File: src/rtl/lif_neuron.sv
// Leaky integrate-and-fire neuron with a fixed refractory window.
//   clk         : single clock, rising edge
//   reset       : synchronous active-high reset
//   pre_spike   : presynaptic spike, sampled every cycle
//   weight      : unsigned synaptic weight, used with pre_spike on the same edge
//   post_spike  : registered one-cycle output spike
//   membrane    : registered membrane potential
//   refractory  : high while the neuron is in its refractory window
//   spike_count : registered saturating fire count since reset
module lif_neuron #(
  parameter logic [7:0]  THRESHOLD  = 8'd200,
  parameter int unsigned LEAK_SHIFT = 3,
  parameter logic [7:0]  V_RESET    = 8'd0,
  parameter logic [3:0]  REFRACTORY = 4'd4
) (
  input  logic        clk,
  input  logic        reset,
  input  logic        pre_spike,
  input  logic [7:0]  weight,
  output logic        post_spike,
  output logic [7:0]  membrane,
  output logic        refractory,
  output logic [15:0] spike_count
);

  localparam int unsigned V_W   = 8;
  localparam int unsigned CNT_W = 16;
  localparam int unsigned REF_W = 4;

  typedef enum logic {
    ST_INTEGRATE = 1'b0,
    ST_REFRACT   = 1'b1
  } state_e;

  state_e             state_q, state_d;
  logic [V_W-1:0]     v_q, v_d;
  logic               post_spike_q, post_spike_d;
  logic [REF_W-1:0]   ref_cnt_q, ref_cnt_d;
  logic [CNT_W-1:0]   spike_count_q, spike_count_d;

  logic [V_W-1:0]     leak;
  logic [V_W-1:0]     v_leaked;
  logic [V_W-1:0]     w_eff;
  logic [V_W:0]       v_sum;
  logic [V_W-1:0]     v_next;

  // Integration datapath: leak never exceeds v, so the subtraction cannot underflow.
  always_comb begin
    leak     = v_q >> LEAK_SHIFT;
    v_leaked = v_q - leak;
    w_eff    = pre_spike ? weight : '0;
    v_sum    = {1'b0, v_leaked} + {1'b0, w_eff};
    v_next   = v_sum[V_W] ? {V_W{1'b1}} : v_sum[V_W-1:0];
  end

  // Next-state and registered-output logic.
  always_comb begin
    state_d       = state_q;
    v_d           = v_q;
    post_spike_d  = 1'b0;
    ref_cnt_d     = ref_cnt_q;
    spike_count_d = spike_count_q;

    case (state_q)
      ST_INTEGRATE: begin
        if (v_next >= THRESHOLD) begin
          state_d       = ST_REFRACT;
          v_d           = V_RESET;
          post_spike_d  = 1'b1;
          ref_cnt_d     = REFRACTORY;
          spike_count_d = (spike_count_q == {CNT_W{1'b1}}) ? spike_count_q
                                                           : spike_count_q + CNT_W'(1);
        end else begin
          v_d = v_next;
        end
      end
      ST_REFRACT: begin
        // Inputs are ignored; the window closes after REFRACTORY cycles.
        v_d = V_RESET;
        if (ref_cnt_q <= REF_W'(1)) begin
          state_d   = ST_INTEGRATE;
          ref_cnt_d = '0;
        end else begin
          ref_cnt_d = ref_cnt_q - REF_W'(1);
        end
      end
      default: begin
        state_d = ST_INTEGRATE;
      end
    endcase
  end

  // State and output registers; reset overrides everything including a fire.
  always_ff @(posedge clk) begin
    if (reset) begin
      state_q       <= ST_INTEGRATE;
      v_q           <= '0;
      post_spike_q  <= 1'b0;
      ref_cnt_q     <= '0;
      spike_count_q <= '0;
    end else begin
      state_q       <= state_d;
      v_q           <= v_d;
      post_spike_q  <= post_spike_d;
      ref_cnt_q     <= ref_cnt_d;
      spike_count_q <= spike_count_d;
    end
  end

  assign post_spike  = post_spike_q;
  assign membrane    = v_q;
  assign refractory  = (state_q == ST_REFRACT);
  assign spike_count = spike_count_q;

endmodule

File: config.mk
export PLATFORM = sky130hd
export DESIGN_NAME = lif_neuron
export DESIGN_NICKNAME = d
export VERILOG_FILES = /design/src/rtl/lif_neuron.sv
export SDC_FILE = /design/constraint.sdc
export NUM_CORES = 1
export LEC_CHECK = 0
export CORE_AREA = 2 2 89 65
export CTS_CLUSTER_DIAMETER = 60
export DETAILED_ROUTE_END_ITERATION = 10
export DIE_AREA = 0 0 91 67
export GPL_ROUTABILITY_DRIVEN = 1
export PLACE_DENSITY = 0.74
export SLEW_MARGIN = 25
export SYNTH_ARGS = -nofsm -noshare
export SYNTH_HDL_FRONTEND = slang
export SYNTH_SLANG_ARGS = --single-unit
File: constraint.sdc
create_clock -name clk -period 6.45 [get_ports clk]
set_clock_uncertainty 0.2 [all_clocks]
set_input_delay 0.645 -clock clk [delete_from_list [all_inputs] [get_ports clk]]
set_output_delay 0.645 -clock clk [all_outputs]
set_load 0.1 [all_outputs]
==> After elaboration in Yosys (flattened, before gate mapping) <==
Cells that the tools add are included.
{ "word_totals": {"output_inout_bits": 26, "wordCells": 27, "reg_bits": 30} }
{ "op_classes": {"addsub": 4, "n_lt_le_gt_ge": 2, "bitwise_logic": 2, "eq_ne": 2, "reduce_logical": 2, "mux": 10} }
{ "ops": {"columns": ["op", "n"], "rows": [
  ["8-bit two-way mux", 3],
  ["16-bit by 1-bit adder with 16-bit output, second input constant", 1],
  ["16-bit equality test, second input constant", 1],
  ["8-bit case mux with 2 select lines", 1],
  ["8-bit by 8-bit adder with 9-bit output", 1],
  ["8-bit greater-or-equal comparator, second input constant", 1],
  ["4-bit two-way mux", 2],
  ["4-bit case mux with 2 select lines", 1],
  ["8-bit by 5-bit subtractor with 8-bit output", 1],
  ["4-bit by 1-bit less-or-equal comparator with 1-bit output, second input constant", 1],
  ["4-bit by 1-bit subtractor with 4-bit output, second input constant", 1],
  ["3-bit AND reduction", 1],
  ["1-bit two-way mux", 2],
  ["2-bit != test, second input constant", 1],
  ["1-bit NOT", 2],
  ["1-bit case mux with 2 select lines", 1],
  ["2-bit OR reduction", 1]
]} }

==> Longest topological paths before layout <==
{ "depth": {"word_depth": 6, "ltp_mapped": 19} }

==> Least setup slack after synthesis <==
No wires, ideal clock.
{ "synth_timing": {"kind": "register to register", "startpoint": "reg v_q[5] (netlist: membrane[5])", "endpoint": "reg spike_count_q[9] (netlist: spike_count[9])", "path_slack_ns": 1.724, "setup_time_ns": 0.115, "n_path_buf": 1, "period_less_slack_ns": 4.726, "path_stages_with_launch": 18, "t_arrival_ns": 4.411, "cell_sequence": "dfxtp_1 > inv_1 > ha_1 > nor2b_1 > o21ai_0 > nand2b_1 > a211oi_1 > xnor2_1 > ha_1 > clkbuf_1 > or3b_1 > a32o_1 > a22oi_1 > nor4_1 > nand2b_1 > nor4_2 > a21oi_1 > o21ba_2"} }
{ "synth_via": {"elab_chain_len": 5} }
{ "synth_rtl": {"columns": ["element", "line", "source"], "rows": [
  ["start, declared", "36", "logic [V_W-1:0] v_q, v_d;"],
  ["start signal, assigned", "103", "v_q <= v_d;"],
  ["8-bit by 5-bit subtractor with 8-bit output", "50", "v_leaked = v_q - leak;"],
  ["8-bit by 8-bit adder with 9-bit output", "52", "v_sum = {1'b0, v_leaked} + {1'b0, w_eff};"],
  ["8-bit two-way mux", "53", "v_next = v_sum[V_W] ? {V_W{1'b1}} : v_sum[V_W-1:0];"],
  ["8-bit greater-or-equal comparator", "66", "if (v_next >= THRESHOLD) begin"],
  ["3-bit AND reduction (no line)", null, null],
  ["end signal, assigned", "106", "spike_count_q <= spike_count_d;"],
  ["end, declared", "39", "logic [CNT_W-1:0] spike_count_q, spike_count_d;"]
]} }
Every way passes these cells.
A chain may end at the register's enable or synchronous reset.

==> Worst setup path in the final report <==
Ends and elaborated chain as after synthesis.

==> out/qor.txt <==
run status: finished, final reports clean
first-pass GRT wire length: 7860 um
reg2reg setup slack: 2.18 ns
area grow syn2layout: 25.2%
syn nets: 275
Non-Filler Instances: 355
Routed WL: 4620 um
HPWL Detailed: 3540 um
CTS tree: yes
Core Util, Final: 49.3%
Via density: 5.18
Die ar.: 6100 um2
setup tns final: 0 ns
min-delay src: ref_cnt_q[2]$_SDFFE_PP0P_
max incr delay on CP: 0.50 ns
DRC marker count from the first detailed-route iteration: 111
Post-Synthesis Cells: 246
CTS Hold Bufs: 0
Final Critical Period: 4.27 ns
Arr. time, crit path: 4.25 ns
worst hold stages: 2
vias in the first global route: 1652
Seq/Total Area, Yosys: 29.5%
Clock Tree Root: clkbuf_8
reg2reg path depth: 16
area of the core: 5170 um2
number of diodes: 0
CP Max Fanout: 8
Syn Std Cell Area: 2040 um2
clk sinks: 30
Max Slew Vio Count: 0
Total GRT Usage: 16.3%
Data required, critical path: 6.43 ns
DRC: 0
Async S/R FF share, synth: 0%
Crit Path Class: register to register
Synth top area share: 29.5%
crit-path cells: inv_1, ha_1, nor2b_1, o21ai_0, nand2b_1, a211oi_1, xnor2_1, ha_1, or3b_1, a32o_1, a22oi_1, nor4_1, nand2b_1, nor4_2, a21oi_1, o21ba_2
final hold vios: 0
Mean Syn Cell Area: 8.29 um2
Reg clk slew, reported paths: 0.07 ns
post-route ant nets: 0
port buffer count: 36
Initial Utilization: 39.4%
Tcrit/Tclk final: 66.2%
Post-synth EDFFs: 0
pin count of the biggest net entering global routing: 25
Die Wd: 91 um
Yosys reg bits: 30
number of synthesis warnings: 0
Die Y-Extent: 67 um
Fmax achieved: 234 MHz
Critical-path top delay cell: nor4_2
top_reg_cell synth: dfxtp_1
crit path launch type: register
Rows: 22
vias: 1838
cts bufs inserted: 5
Yosys cell types: 54
cell count after placement: 347
initial antenna violation count: 0
setup violators final: 0
worst reg2reg startpoint: membrane[5]$_SDFF_PP0_
Rel. slew slack: 34.4%
Worst-Skew Late Latency: 0.29 ns
WL/cell: 13.0 um
layout cells sized above 1: 7.77%
gpl congestion: 0.869
RSZ-0062 raised after global routing: no
CTS H-tree lvls: 2
final net count: 311
Post-CTS Repair Setup Buffers: 0
CTS max path bufs: 2
R2R Path End: spike_count[9]$_SDFFE_PP0P_
Max-Cap Viols: 0
I/O pins: 37
Worst setup EP type: register
drt pass-1 iters: 4
actual slew at the worst max-slew pin: 0.981 ns
fill cell count: 520
Multi-input gate area: 1340 um2
FF+latch area: 601 um2
post-CTS sizing: 0
top post-synthesis cells by area: dfxtp_1, ha_1, a21oi_1, xnor2_1, inv_1
area leader, netlist: dfxtp_1
gr ovfl total: 0
worst hold path endpoint: ref_cnt_q[2]$_SDFFE_PP0P_
Tightest Hold Check Type: register to register
==> cell usage after synthesis (all sizes together), types with 7 or more instances <==
library cell / instances
nand2: 17
dfxtp: 30
nor2b: 7
nor2: 16
and2: 8
o21ai: 8
a21oi: 21
ha: 16
inv: 19
nand3: 10
xnor2: 9
==> layout by cell type (no fill, tap or decap), types with 2 or more instances in the layout <==
cell / n
clkdlybuf4s50_1: 36
dfxtp_1: 30
a21oi_1: 20
inv_1: 19
nand2_1: 17
ha_1: 16
nor2_1: 15
nand3_1: 10
xnor2_1: 9
and2_1: 8
nor2b_1: 7
o21ai_0: 7
nand2b_1: 6
a21o_1: 6
clkbuf_8: 6
nor3_1: 5
xor2_1: 4
nand3b_1: 4
a31o_2: 4
a211oi_1: 3
nand4_1: 3
or2_2: 3
mux2i_1: 3
or3_1: 3
o2111a_1: 2
a311oi_1: 2
and3_1: 2
nor4b_1: 2
a31oi_1: 2
mux2_2: 2
fa_1: 2
==> layer usage <==
layer | wire length (um) | GRT usage, %
met4 | 21 | 6.25
met5 | 0 | 0
met3 | 237 | 4.19
met2 | 1830 | 21.9
met1 | 2530 | 24.2
==> cells by family (layout without fill, tap and decap cells) <==
group,count (synthesis),in the layout,synth area share [%]
compound gates,61,61,20.7
mux,5,5,2.58
fa+ha+maj,18,18,11.8
simple gates,93,93,24.9
buf+inv,26,63,4.91
xor+xnor,13,13,5.59
flops,30,30,29.5
==> state kept, by name, summed over array words and instances, names as in the netlist <==
name and cells:
membrane 8, post_spike 1, refractory 1, ref_cnt_q 4, spike_count 16
==> worst max path at each step <==
stage / start / endpoint / slack, ns / depth (start not counted)
after floorplan: membrane[5]$_SDFF_PP0_ / spike_count[9]$_SDFFE_PP0P_ / 1.72 / 17
after global placement: pre_spike / spike_count[12]$_SDFFE_PP0P_ / 2.10 / 13
after detailed placement: pre_spike / spike_count[12]$_SDFFE_PP0P_ / 2.04 / 13
after CTS: membrane[5]$_SDFF_PP0_ / spike_count[9]$_SDFFE_PP0P_ / 2.22 / 16
after global routing: membrane[4]$_SDFF_PP0_ / spike_count[9]$_SDFFE_PP0P_ / 1.78 / 18
final: membrane[5]$_SDFF_PP0_ / spike_count[9]$_SDFFE_PP0P_ / 2.18 / 16
==> layout make-up <==
cell class	instances	area share, %
repair buffers	36	14.1
well taps	72	3.53
flip-flops and latches	30	23.5
clock inverters	1	0.196
clock buffers	7	3.38
inverters	19	2.80
multi-input cells	190	52.4
==> critical path, delay by kind of cell (launching register included) <==
family,cells,cell delay [ns]
compound gates,6,1.17
xor+xnor,1,0.10
fa+ha+maj,2,0.72
buf+inv,1,0.09
flops,1,0.38
simple gates,6,1.49
==> through the flow <==
stage / setup slack (ns) / hold WS (ns) / cell area [um2]
floorplan: 1.72 / 0.275 / 2040
global placement: 2.10 / 0.286 / 2460
finish: 2.18 / 0.313 / 2550
global route: 1.78 / 0.332 / 2550
CTS: 2.22 / 0.308 / 2550
detailed placement: 2.04 / 0.289 / 2460
Power is left out: the tool's default activity adds up to more than one toggle a clock period on the data nets, which glitch-free logic cannot reach.
